**config.mk**
```make
export PLATFORM = sky130hd
export DESIGN_NAME = red_seq
export DESIGN_NICKNAME = d
export VERILOG_FILES = /design/src/rtl/red_pkg.sv /design/src/rtl/red_lane_mux.sv /design/src/rtl/red_seq.sv
export SDC_FILE = /design/constraint.sdc
export NUM_CORES = 1
export LEC_CHECK = 0
export ABC_AREA = 1
export ABC_CLOCK_PERIOD_IN_PS = 5900
export BUFFER_PORTS_ARGS = -buffer_cell sky130_fd_sc_hd__buf_2
export CELL_PAD_IN_SITES_DETAIL_PLACEMENT = 1
export CELL_PAD_IN_SITES_GLOBAL_PLACEMENT = 1
export CORE_MARGIN = 3
export CORE_UTILIZATION = 42
export DETAILED_ROUTE_END_ITERATION = 12
export PLACE_DENSITY_LB_ADDON = 0.1
export SLEW_MARGIN = 20
export SYNTH_ARGS = -nofsm -noshare
export SYNTH_HDL_FRONTEND = slang
export SYNTH_SLANG_ARGS = --single-unit
```
**constraint.sdc**
```tcl
create_clock -name clk -period 5.9 [get_ports clk]
set_input_delay 0.59 -clock clk [delete_from_list [all_inputs] [get_ports clk]]
set_output_delay 0.59 -clock clk [all_outputs]
set_load 0.005 [all_outputs]
```
**src/rtl/red_pkg.sv**
```systemverilog
// Shared types and constants for the byte-serial RED responder.
// Holds the FSM state encoding, the lane count and the accumulator width.
package red_pkg;

    localparam int RED_LANES  = 4;
    localparam int RED_LANE_W = 8;
    localparam int RED_ACC_W  = RED_LANE_W + 2;

    typedef logic [1:0] red_lane_t;

    typedef enum logic [1:0] {
        IDLE = 2'd0,
        ACC  = 2'd1,
        DONE = 2'd2
    } red_state_t;

endpackage

```
**src/rtl/red_lane_mux.sv**
```systemverilog
// Combinational 4:1 byte selector for the RED responder.
// Lane order is In1 low, In2 low, In1 high, In2 high; the chosen byte is
// zero-extended to the accumulator width so the adder sees unsigned data.
module red_lane_mux
    import red_pkg::*;
#(
    parameter int WIDTH  = 16,
    parameter int LANE_W = 8,
    parameter int ACC_W  = LANE_W + 2
) (
    input  logic [WIDTH-1:0] op_a,
    input  logic [WIDTH-1:0] op_b,
    input  red_lane_t        lane,
    output logic [ACC_W-1:0] lane_val
);

    logic [LANE_W-1:0] lane_byte;

    // Pick the operand byte for the current lane
    always_comb begin
        lane_byte = '0;
        case (lane)
            2'd0:    lane_byte = op_a[LANE_W-1:0];
            2'd1:    lane_byte = op_b[LANE_W-1:0];
            2'd2:    lane_byte = op_a[2*LANE_W-1:LANE_W];
            default: lane_byte = op_b[2*LANE_W-1:LANE_W];
        endcase
    end

    assign lane_val = {{(ACC_W-LANE_W){1'b0}}, lane_byte};

endmodule

```
**src/rtl/red_seq.sv**
```systemverilog
// Byte-serial RED responder: sums the four operand bytes one per cycle and
// pulses done with the sign-extended 10-bit sum (bit 9 acts as the sign).
// Optional feature: define RED_SEQ_FLUSH_EN to add a flush input that
// abandons an operation in ACC or DONE and returns to IDLE.
module red_seq
    import red_pkg::*;
#(
    parameter int WIDTH  = 16,
    parameter int LANE_W = 8
) (
    input  logic             clk,
    input  logic             rst,
    input  logic             start,
`ifdef RED_SEQ_FLUSH_EN
    input  logic             flush,
`endif
    input  logic [WIDTH-1:0] In1,
    input  logic [WIDTH-1:0] In2,
    output logic             busy,
    output logic             done,
    output logic [WIDTH-1:0] Sum
);

    localparam int ACC_W = LANE_W + 2;
    localparam red_lane_t LAST_LANE = red_lane_t'(RED_LANES - 1);

    red_state_t        state_q, state_d;
    red_lane_t         lane_q, lane_d;
    logic [ACC_W-1:0]  acc_q, acc_d;
    logic [WIDTH-1:0]  op_a_q, op_a_d;
    logic [WIDTH-1:0]  op_b_q, op_b_d;
    logic [WIDTH-1:0]  sum_q, sum_d;

    logic [ACC_W-1:0]  lane_val;
    logic [ACC_W-1:0]  acc_next;
    logic              last_lane;
    logic              flush_hit;
    logic              accept;

    red_lane_mux #(
        .WIDTH  (WIDTH),
        .LANE_W (LANE_W),
        .ACC_W  (ACC_W)
    ) u_lane_mux (
        .op_a     (op_a_q),
        .op_b     (op_b_q),
        .lane     (lane_q),
        .lane_val (lane_val)
    );

    assign acc_next  = acc_q + lane_val;
    assign last_lane = (lane_q == LAST_LANE);

    // Decide whether this edge flushes or accepts a new request; flush wins over start
    always_comb begin
        flush_hit = 1'b0;
`ifdef RED_SEQ_FLUSH_EN
        flush_hit = flush && (state_q != IDLE);
`endif
        accept = start && !flush_hit && ((state_q == IDLE) || (state_q == DONE));
    end

    // State register
    always_ff @(posedge clk) begin
        if (rst) begin
            state_q <= IDLE;
        end else begin
            state_q <= state_d;
        end
    end

    // Next-state logic: four ACC cycles, then one DONE cycle that may chain into a new op
    always_comb begin
        state_d = state_q;
        case (state_q)
            IDLE: begin
                if (accept) state_d = ACC;
            end
            ACC: begin
                if (flush_hit)      state_d = IDLE;
                else if (last_lane) state_d = DONE;
            end
            DONE: begin
                if (accept) state_d = ACC;
                else        state_d = IDLE;
            end
            default: state_d = IDLE;
        endcase
    end

    // Datapath next values: latch operands on accept, add one lane per ACC cycle, load Sum on the last lane
    always_comb begin
        lane_d = lane_q;
        acc_d  = acc_q;
        op_a_d = op_a_q;
        op_b_d = op_b_q;
        sum_d  = sum_q;
        if (accept) begin
            op_a_d = In1;
            op_b_d = In2;
            acc_d  = '0;
            lane_d = '0;
        end else if (flush_hit) begin
            acc_d  = '0;
            lane_d = '0;
        end else if (state_q == ACC) begin
            acc_d  = acc_next;
            lane_d = lane_q + 2'd1;
            if (last_lane) begin
                sum_d = {{(WIDTH-ACC_W){acc_next[ACC_W-1]}}, acc_next};
            end
        end
    end

    // Datapath registers
    always_ff @(posedge clk) begin
        if (rst) begin
            lane_q <= '0;
            acc_q  <= '0;
            op_a_q <= '0;
            op_b_q <= '0;
            sum_q  <= '0;
        end else begin
            lane_q <= lane_d;
            acc_q  <= acc_d;
            op_a_q <= op_a_d;
            op_b_q <= op_b_d;
            sum_q  <= sum_d;
        end
    end

    // Outputs decoded from the current state
    always_comb begin
        busy = (state_q == ACC);
        done = (state_q == DONE);
        Sum  = sum_q;
    end

endmodule

```
==> metrics <==
most frequent cells in the layout nor2_1 (89), nand2_1 (71), dfxtp_1 (56); Hold Buf Count CTS 0; initial antenna violation count 0; Crit. Startpoint lane_q[0]$_SDFFE_PP0P_; H-tree Lvls 2; worst skew pair latency 310 ps; Rows 28; status completed; clk_skew 11.2 ps; Worst R2R Start lane_q[0]$_SDFFE_PP0P_; sequential cell area fraction in the yosys report about two fifths; clock tree sinks 56; drt pass-1 iters 4; CTS clk-pin slew, worst paths around 110 ps; unrepaired setup endpoints after global routing false; Synth area leader dfxtp_1; DRT iter0 DRCs 88; pwr/cell area 263 nW/um^2; post-cts sizing count 0; Clock power frac 31.9%; Int Pwr 0.578 mW; share of cells above drive strength 1 16.2%; combinational fraction of design power 16.4%; vias per cell 5.09; Root Driver clkbuf_8; antenna cells 0; die span in y 86.6 microns; warnings from Yosys 0; Leak 1.53 nW; worst hold path type reg2reg; Yosys reg bits 56; Yosys top cell area share 41.1%; Critical Path Source Type register; remaining antenna violation count 0; drt wl/cell 14.5 microns; Cells after Synth 389; # IOs 53; Tcrit/Tclk final a little over two fifths; sw frac 28.3%; Starting Density 44.8%; crit path capture type register; nets 473; Max Cap Violations 0; DR vias 2550; min cycle time layout 2520 ps; setup_tns 0 ps; headroom to the max-slew limit a little under a third; max-slew violation count 0; core area 6100 sq um; worst-margin pin slew between 1000 and 1500 ps; Num CTS Buffers 5; Hold Violations, Final 0; net switching power 0.228 mW; GR Overflow Total 0; vias in the first global route 2572; first-pass GRT wire length 12100 microns; synthesized area 2730 sq um; synthesis-to-layout area growth 12.5%; # setup viols final 0; synth top area cells dfxtp_1 (41%), nor2_1 (12%), nand2_1 (9.8%); drt total wl a little over 7000 microns; syn avg cell area 7.02 sq um; post-CTS setup repair buffer count 0; DRC Markers 0; R2R setup slack 3380 ps; Cells after DPL 493; FMAX 396 MHz; CTS tree done; most common cell after layout, fill and taps aside nor2_1; Crit path required time 6110 ps; Post-Syn Nets 437; Buffers on Ports 52; critical path type reg2reg; hpwl dp 5480 microns; die area roughly 7500 sq um; maximum VDD drop 0.148 mV; GRT Overall Usage about a fifth; Worst Path Max Fanout 10; clock buffer depth 2; RePlAce Congestion around 0.83; Cell variety after synth 24; Die W 86.6 microns; Layout Cells excl Fill 501; Worst Min Path Start Sum[2]$_SDFFE_PP0P_; largest net degree at the start of global routing 43; worst path arrival time 2740 ps; Seq pwr share between 50% and 60%
==> Yosys cell counts <==
master    instances
buf_6             1
ha_1             12
inv_1            29
buf_2             7
buf_4             6
nor2_1           89
a21o_1            1
xor2_1            3
clkbuf_1          9
a21oi_1          19
nand2_1          71
fa_1              1
a21boi_0          1
a32oi_1           1
nor2_4            2
dfxtp_1          56
nand3_1          22
o21ai_0          38
nand4_1           1
inv_2             5
nand2_4           1
o21a_1            5
a21oi_2           2
a31oi_1           7
==> power groups by stage <==
stage | logic, mW | registers, mW | clock network, mW
2_1_floorplan | 0.0933 | 0.420 | 0
5_1_grt | 0.150 | 0.420 | 0.279
4_1_cts | 0.133 | 0.417 | 0.265
6_report | 0.132 | 0.417 | 0.257
3_5_place_dp | 0.131 | 0.426 | 0
3_3_place_gp | 0.126 | 0.426 | 0
==> sequential cells by signal (all words and copies together), names as in the netlist <==
register	flops
op_b_q	16
Sum	10
op_a_q	16
lane_q	2
state_q	2
acc_q	10
==> metrics by stage <==
stage	worst slack (ps)	power, mW	utilization, %	hold WS, ps	area [sq um]
after floorplan	3670	0.514	-	429	2730
after global routing	3080	0.850	50.3	480	3070
final	3380	0.806	50.3	482	3070
after detailed placement	3410	0.557	48.5	466	2960
after global placement	3530	0.551	48.5	459	2960
after CTS	3370	0.815	50.3	476	3070
==> critical path, cell delays in order, from the launching register on <==
cell	delay, ps
dfxtp_1	400
ha_1	380
inv_2	160
nor2_1	120
a31oi_1	60
ha_1	240
fa_1	430
nand3_1	110
nand2_1	90
nand3_1	100
nand2_1	60
nand2_1	80
nand3_1	70
nand2_1	80
inv_1	40
==> kinds of logic after synthesis <==
kind of cell	Yosys count	synth area share [%]
AO/OA/AOI/OAI	74	14.9
XOR/XNOR	3	0.963
adder cells (fa/ha/maj)	13	6.24
buffers and inverters	57	9.26
flip-flops	56	41.1
AND/OR/NAND/NOR	186	27.5
==> metal layers <==
layer  wire length, microns  up-vias  track usage [%]
met3                    328        4             3.80
met4                     46        0             4.39
li1                       -     1307                -
met5                      0        -                0
met2                   3370       48             33.7
met1                   3510     1191             27.2
==> path summary, 6_finish.rpt <==
path                                              end  depth (start not counted)
worst min register to register    Sum[2]$_SDFFE_PP0P_                          2
worst min-delay path              Sum[2]$_SDFFE_PP0P_                          2
worst max register to register  acc_q[6]$_SDFFE_PP0P_                         14
worst max-delay path            acc_q[6]$_SDFFE_PP0P_                         14
==> final cells by class <==
type / count / area [sq um]
multi-input cells: 276 / 1360
well taps: 75 / 93.8
fillers: 837 / 3030
inverters: 34 / 128
flip-flops and latches: 56 / 1120
clock buffers: 6 / 72.6
repair buffers: 52 / 260
clock inverters: 2 / 38.8
Note: power is estimated with default switching activity, not from simulation.
